==> src/rtl/uart_sensor_dispatcher.sv <==
// Two-byte UART command dispatcher (address, command) for N_CH DHT11-style sensor readers.
// Optional macro DHT_CHECKSUM_EN: verify the frame checksum and report code 0xFE on mismatch.
module uart_sensor_dispatcher #(
  parameter int unsigned N_CH        = 4,
  parameter int unsigned MEAS_W      = 40,
  parameter int unsigned TIMEOUT_CYC = 2000000,
  parameter int unsigned GAP_CYC     = 20000
) (
  input  logic                   clock,
  input  logic                   reset_n,
  input  logic [7:0]             rx_data,
  input  logic                   rx_valid,
  output logic [7:0]             tx_data,
  output logic                   tx_start,
  input  logic                   tx_busy,
  input  logic                   tx_done,
  output logic [N_CH-1:0]        sensor_start,
  input  logic [N_CH-1:0]        sensor_done,
  input  logic [N_CH*MEAS_W-1:0] sensor_data,
  output logic                   busy
);
  localparam int unsigned TMAX = (TIMEOUT_CYC > GAP_CYC) ? TIMEOUT_CYC : GAP_CYC;
  localparam int unsigned TW   = $clog2(TMAX) + 1;
  localparam int unsigned CH_W = (N_CH > 1) ? $clog2(N_CH) : 1;
  localparam logic [TW-1:0]   GAP_LAST = TW'(GAP_CYC - 1);
  localparam logic [TW-1:0]   TO_LAST  = TW'(TIMEOUT_CYC - 1);
  localparam logic [7:0]      N_CH_B   = 8'(N_CH);
  localparam logic [N_CH-1:0] CH_ONE   = N_CH'(1);
  localparam logic [7:0]      CMD_PING = 8'h00;
  localparam logic [7:0]      CMD_TEMP = 8'h04;
  localparam logic [7:0]      CMD_HUM  = 8'h05;

  typedef enum logic [2:0] {IDLE, GET_CMD, DECODE, MEASURE, TX_CODE, TX_DATA} state_t;

  state_t          state, state_next;
  logic [7:0]      addr, addr_next, cmd, cmd_next, code, code_next, data, data_next;
  logic [7:0]      tx_data_next;
  logic [TW-1:0]   timer, timer_next, timer_inc;
  logic            sent, sent_next, tx_start_next;
  logic [N_CH-1:0] sensor_start_next;
  logic [CH_W-1:0] addr_idx;
  logic [MEAS_W-1:0] frame;

  assign addr_idx = addr[CH_W-1:0];
  assign frame    = sensor_data[32'(addr_idx) * MEAS_W +: MEAS_W];

`ifdef DHT_CHECKSUM_EN
  logic [7:0] csum;
  assign csum = frame[39:32] + frame[31:24] + frame[23:16] + frame[15:8];
`else
  logic unused_frame;
  assign unused_frame = ^frame;
`endif

  always_ff @(posedge clock or negedge reset_n) begin
    if (!reset_n) begin
      state        <= IDLE;
      addr         <= '0;
      cmd          <= '0;
      code         <= '0;
      data         <= '0;
      timer        <= '0;
      sent         <= 1'b0;
      tx_data      <= '0;
      tx_start     <= 1'b0;
      sensor_start <= '0;
      busy         <= 1'b0;
    end else begin
      state        <= state_next;
      addr         <= addr_next;
      cmd          <= cmd_next;
      code         <= code_next;
      data         <= data_next;
      timer        <= timer_next;
      sent         <= sent_next;
      tx_data      <= tx_data_next;
      tx_start     <= tx_start_next;
      sensor_start <= sensor_start_next;
      busy         <= (state_next != IDLE);
    end
  end

  always_comb begin
    state_next        = state;
    addr_next         = addr;
    cmd_next          = cmd;
    code_next         = code;
    data_next         = data;
    timer_next        = timer;
    sent_next         = sent;
    tx_data_next      = tx_data;
    tx_start_next     = 1'b0;
    sensor_start_next = '0;
    timer_inc         = (timer == '1) ? timer : timer + TW'(1);

    case (state)
      IDLE: if (rx_valid) begin
        addr_next  = rx_data;
        timer_next = '0;
        state_next = GET_CMD;
      end
      GET_CMD: begin
        if (rx_valid) begin
          cmd_next   = rx_data;
          state_next = DECODE;
          // Registered pulse lands in the DECODE cycle
          if ((addr < N_CH_B) && ((rx_data == CMD_TEMP) || (rx_data == CMD_HUM)))
            sensor_start_next = CH_ONE << addr_idx;
        end else if (timer == GAP_LAST) begin
          state_next = IDLE;
        end else begin
          timer_next = timer_inc;
        end
      end
      DECODE: begin
        if (addr >= N_CH_B) begin
          code_next  = 8'h0E;
          data_next  = addr;
          state_next = TX_CODE;
        end else if (cmd == CMD_PING) begin
          code_next  = 8'h07;
          data_next  = addr;
          state_next = TX_CODE;
        end else if ((cmd == CMD_TEMP) || (cmd == CMD_HUM)) begin
          timer_next = '0;
          state_next = MEASURE;
        end else begin
          code_next  = 8'h0F;
          data_next  = 8'h00;
          state_next = TX_CODE;
        end
      end
      MEASURE: begin
        if (sensor_done[addr_idx]) begin
          state_next = TX_CODE;
          if (cmd == CMD_TEMP) begin
            code_next = 8'h02;
            data_next = frame[23:16];
          end else begin
            code_next = 8'h01;
            data_next = frame[39:32];
          end
`ifdef DHT_CHECKSUM_EN
          if (csum != frame[7:0]) begin
            code_next = 8'hFE;
            data_next = csum;
          end
`endif
        end else if (timer == TO_LAST) begin
          code_next  = 8'hFF;
          data_next  = 8'h00;
          state_next = TX_CODE;
        end else begin
          timer_next = timer_inc;
        end
      end
      TX_CODE: if (sent && tx_done) begin
        sent_next  = 1'b0;
        state_next = TX_DATA;
      end
      TX_DATA: if (sent && tx_done) begin
        sent_next    = 1'b0;
        tx_data_next = '0;
        state_next   = IDLE;
      end
      default: state_next = IDLE;
    endcase

    // Launch each byte on the first cycle the transmitter is free, looking one state ahead
    if (((state_next == TX_CODE) || (state_next == TX_DATA)) && !sent_next && !tx_busy) begin
      tx_start_next = 1'b1;
      sent_next     = 1'b1;
      tx_data_next  = (state_next == TX_CODE) ? code_next : data_next;
    end
  end
endmodule
==> config.mk <==
export PLATFORM = sky130hd
export DESIGN_NAME = uart_sensor_dispatcher
export DESIGN_NICKNAME = d
export VERILOG_FILES = /design/src/rtl/uart_sensor_dispatcher.sv
export SDC_FILE = /design/constraint.sdc
export NUM_CORES = 1
export LEC_CHECK = 0
export CAP_MARGIN = 25
export CORE_UTILIZATION = 43
export CTS_CLUSTER_DIAMETER = 120
export DETAILED_ROUTE_END_ITERATION = 10
export PLACE_DENSITY_LB_ADDON = 0.08
export SKIP_LAST_GASP = 1
export SLEW_MARGIN = 20
export SYNTH_ARGS = -nofsm -noshare
export SYNTH_HDL_FRONTEND = slang
export SYNTH_SLANG_ARGS = --single-unit
==> constraint.sdc <==
create_clock -name clock -period 2.84 [get_ports clock]
set_input_delay 0.284 -clock clock [delete_from_list [all_inputs] [get_ports clock]]
set_output_delay 0.284 -clock clock [all_outputs]
set_load 0.01 [all_outputs]
==> impl_metrics.yaml <==
die:
  io_pins: 191
  die_w_um: 102
  die_h_um: 102
  core_um2: 9730
  start_util_pct: 44.2
  floorplan.die_area_um2: 10400
  row_count: 36
logic_synthesis:
  postSynthAreaPerCell_um2: 9.97
  synth_edf_count: 0
  synth_seq_cells: 72
  syn_area_um2: 4300
  synthDistinctLibCells: 58
  syn_nets: 609
  synth-seq-area-share_pct: 41.9
  synthCells: 431
  async_flop_share_pct: 100
  yosysWarnings: 0
  synth-compound-area-share_pct: 17.8
  synth-simple-area-share_pct: 22.2
  synth_top_family_by_area: "simple AND/OR/NAND/NOR gates"
  synth_xor_area_share_pct: 0.204
  synthAdderAreaFrac_pct: 0.291
  synth_ff_type: "dfrtp_1"
  synth_mux_area_share_pct: 13.6
final_layout:
  final_area_um2: 5760
  layout-drive-gt1-share_pct: 16.4
  area_growth_pct: 34.0
  nNetsFinal: 724
  final_util_pct: 59.2
  layout_common_cells: "clkdlybuf4s50_1, dfrtp_1, nand2_1"
  antenna_cells: 0
  final_common_cell: "clkdlybuf4s50_1"
hold_path:
  hp-class: "input pin to async pin"
sta:
  rsz0062_at_grt: "false"
  period_share_pct: 98.5
  hold_viol: 0
  slew_viol_final: 0
  setup_slack_ns: 0.0422
  finalSetupViolCount: 0
  max-slew-margin-rel_pct: 59.4
  worstMarginPinSlew_ns: 0.601
  hold_ws_ns: 0.271
  min_period_ns: 2.80
  finalSetupTns_ns: 0
  finClkSkew_ns: 0.00906
  fmax_mhz: 357
global_routing:
  grt_pass1_vias: 4057
  antenna_found_initial: 0
  grt_max_degree: 42
  grt_overflow: 0
  grt_pass1_wl_mm: 20.3
  grt_usage_pct: 25.8
worst_setup_path:
  start_kind: "flop"
  cp.arrival_ns: 3.02
  critPathCaptureType: "flop"
  cp.required_ns: 3.06
  critPathKind: "flop to flop"
  r2r_end: "tx_data[6]$_DFFE_PN0P_"
  crit_top_cell: "or4_1"
  reg2reg_depth: 6
  path_cells: "or4_1, or4_1, o21ai_0, o211ai_1, nand2b_1, o311ai_0"
  reg2reg_setup_slack_ns: 0.04
  worstPathMaxFanout: 7
  reg2reg_from: "timer[18]$_DFFE_PN0P_"
  max_stage_delay_ns: 0.58
  crit_slowest_cell: "or4_1"
cts:
  htreeDepth: 3
  cts_tree: "done"
  postCtsSetupBuffers: 0
  clock_sinks: 72
  cts_resized: 0
  cts_buffer_depth: 2
  clkTransAtPathRegs_ns: 0.07
  root_buffer: "clkbuf_8"
  cts-buffers-inserted: 9
  clock_latency_ns: 0.36
outcome:
  status: "completed"
placement:
  place_hpwl_mm: 9.50
  place_ws_ns: 0.0510
  dpl-instance-area_um2: 5540
  place_congestion: 0.872
  portBuffers: 94
flow_run:
  drv_cap: 0
power:
  power_density_nw_per_um2: 852
  peakVddDrop_v: 0.000425
  leakage_nw: 2.29
drt:
  dr.pass1.iters: 5
  totalWireLength_mm: 12.3
  ant_nets: 0
  drt-initial-drc-count: 295
  wl_per_cell_um: 18.0
  drc: 0
  vias_per_cell: 5.98
  vias: 4080
through the flow:
stage                     total power [mW]  std cells
after global routing                  5.24        682
after CTS                             4.93        682
after floorplan                       3.15        431
after detailed placement              4.02        667
after global placement                3.99        667
final                                 4.90        682
area by class of cell:
cell class / instances / area, um^2
clock buffer: 10 / 138
timing repair buffer: 128 / 1210
fill: 858 / 3970
multi-input combinational: 321 / 2320
sequential: 72 / 1800
tap: 133 / 166
clock inverter: 4 / 70.1
inverter: 14 / 52.6
kinds of logic (layout without fill, tap and decap cells):
family                   count (synthesis)  count (layout)
AO/OA/AOI/OAI                          117             117
XOR/XNOR                                 1               1
adder cells (fa/ha/maj)                  1               1
buffers and inverters                   38             156
flip-flops                              72              72
multiplexers                            35              35
AND/OR/NAND/NOR                        167             167
what timing repair did:
item,CTS,global route
setup endpoints to repair,0,0
hold endpoints to repair,3,0
hold buffers,1,0
critical path, delay by kind of cell, from the launching register on:
family	cells	cell delay, ns
compound gates	3	0.78
flops	1	0.44
simple gates	3	1.45
synthesized netlist by cell type, drive strengths merged (2+ instances only):
library cell / number / share of area [%]
and2: 6 / 0.93
or4: 12 / 2.2
o211ai: 10 / 1.7
mux2i: 2 / 0.47
nor2b: 4 / 0.58
nand2b: 7 / 1.0
inv: 14 / 1.2
nand4bb: 2 / 0.52
nand3: 21 / 2.4
nand4: 15 / 2.3
o21ai: 32 / 3.7
nor4b: 3 / 0.61
mux2: 16 / 4.2
a31oi: 3 / 0.44
o31ai: 11 / 1.9
buf: 5 / 1.1
mux4: 17 / 8.9
nand2: 33 / 2.9
a211oi: 5 / 0.87
o221ai: 4 / 0.82
and4: 6 / 1.2
o311ai: 6 / 1.2
nor3: 6 / 0.70
nor3b: 2 / 0.35
a21oi: 23 / 2.9
a21o: 4 / 0.70
clkbuf: 19 / 1.7
o41ai: 2 / 0.41
nor4: 10 / 1.6
nor2: 21 / 1.8
or3: 7 / 1.0
o22ai: 5 / 0.73
and3: 8 / 1.2
a22oi: 3 / 0.52
dfrtp: 72 / 42
sequential cells by signal (all words and copies together) (netlist names):
| signal | cells |
|---|---|
| addr | 8 |
| code | 8 |
| timer | 22 |
| sent | 1 |
| data | 8 |
| tx_start | 1 |
| tx_data | 8 |
| busy | 1 |
| state | 3 |
| cmd | 8 |
| sensor_start | 4 |
layer usage:
layer  vias up  part of all wire [%]  track usage, %
met3        29                   5.9            5.06
met2       161                    49            42.6
met5         -                     0               0
met4         0                   3.6            14.4
li1       1906                     -               -
met1      1984                    42            31.8
report_power, final:
part	switching [mW]	internal [mW]	total (mW)
logic	1.30	1.17	2.46
registers	0.235	1.32	1.56
clock network	0.380	0.506	0.886
total	1.91	2.99	4.90
how the worst max path moves through the flow:
| stage | slack [ns] | cells past startpoint | end | from |
|---|---|---|---|---|
| after global placement | 0.07 | 9 | tx_data[6]$_DFFE_PN0P_ | sensor_done[3] |
| after global routing | 0.02 | 6 | tx_data[5]$_DFFE_PN0P_ | timer[18]$_DFFE_PN0P_ |
| after detailed placement | 0.05 | 9 | tx_data[6]$_DFFE_PN0P_ | sensor_done[0] |
| final | 0.04 | 6 | tx_data[6]$_DFFE_PN0P_ | timer[18]$_DFFE_PN0P_ |
| after floorplan | 0.39 | 7 | timer[4]$_DFFE_PN0P_ | timer[5]$_DFFE_PN0P_ |
| after CTS | 0.09 | 6 | tx_data[6]$_DFFE_PN0P_ | timer[18]$_DFFE_PN0P_ |
Power figures use the tool's default switching activity.
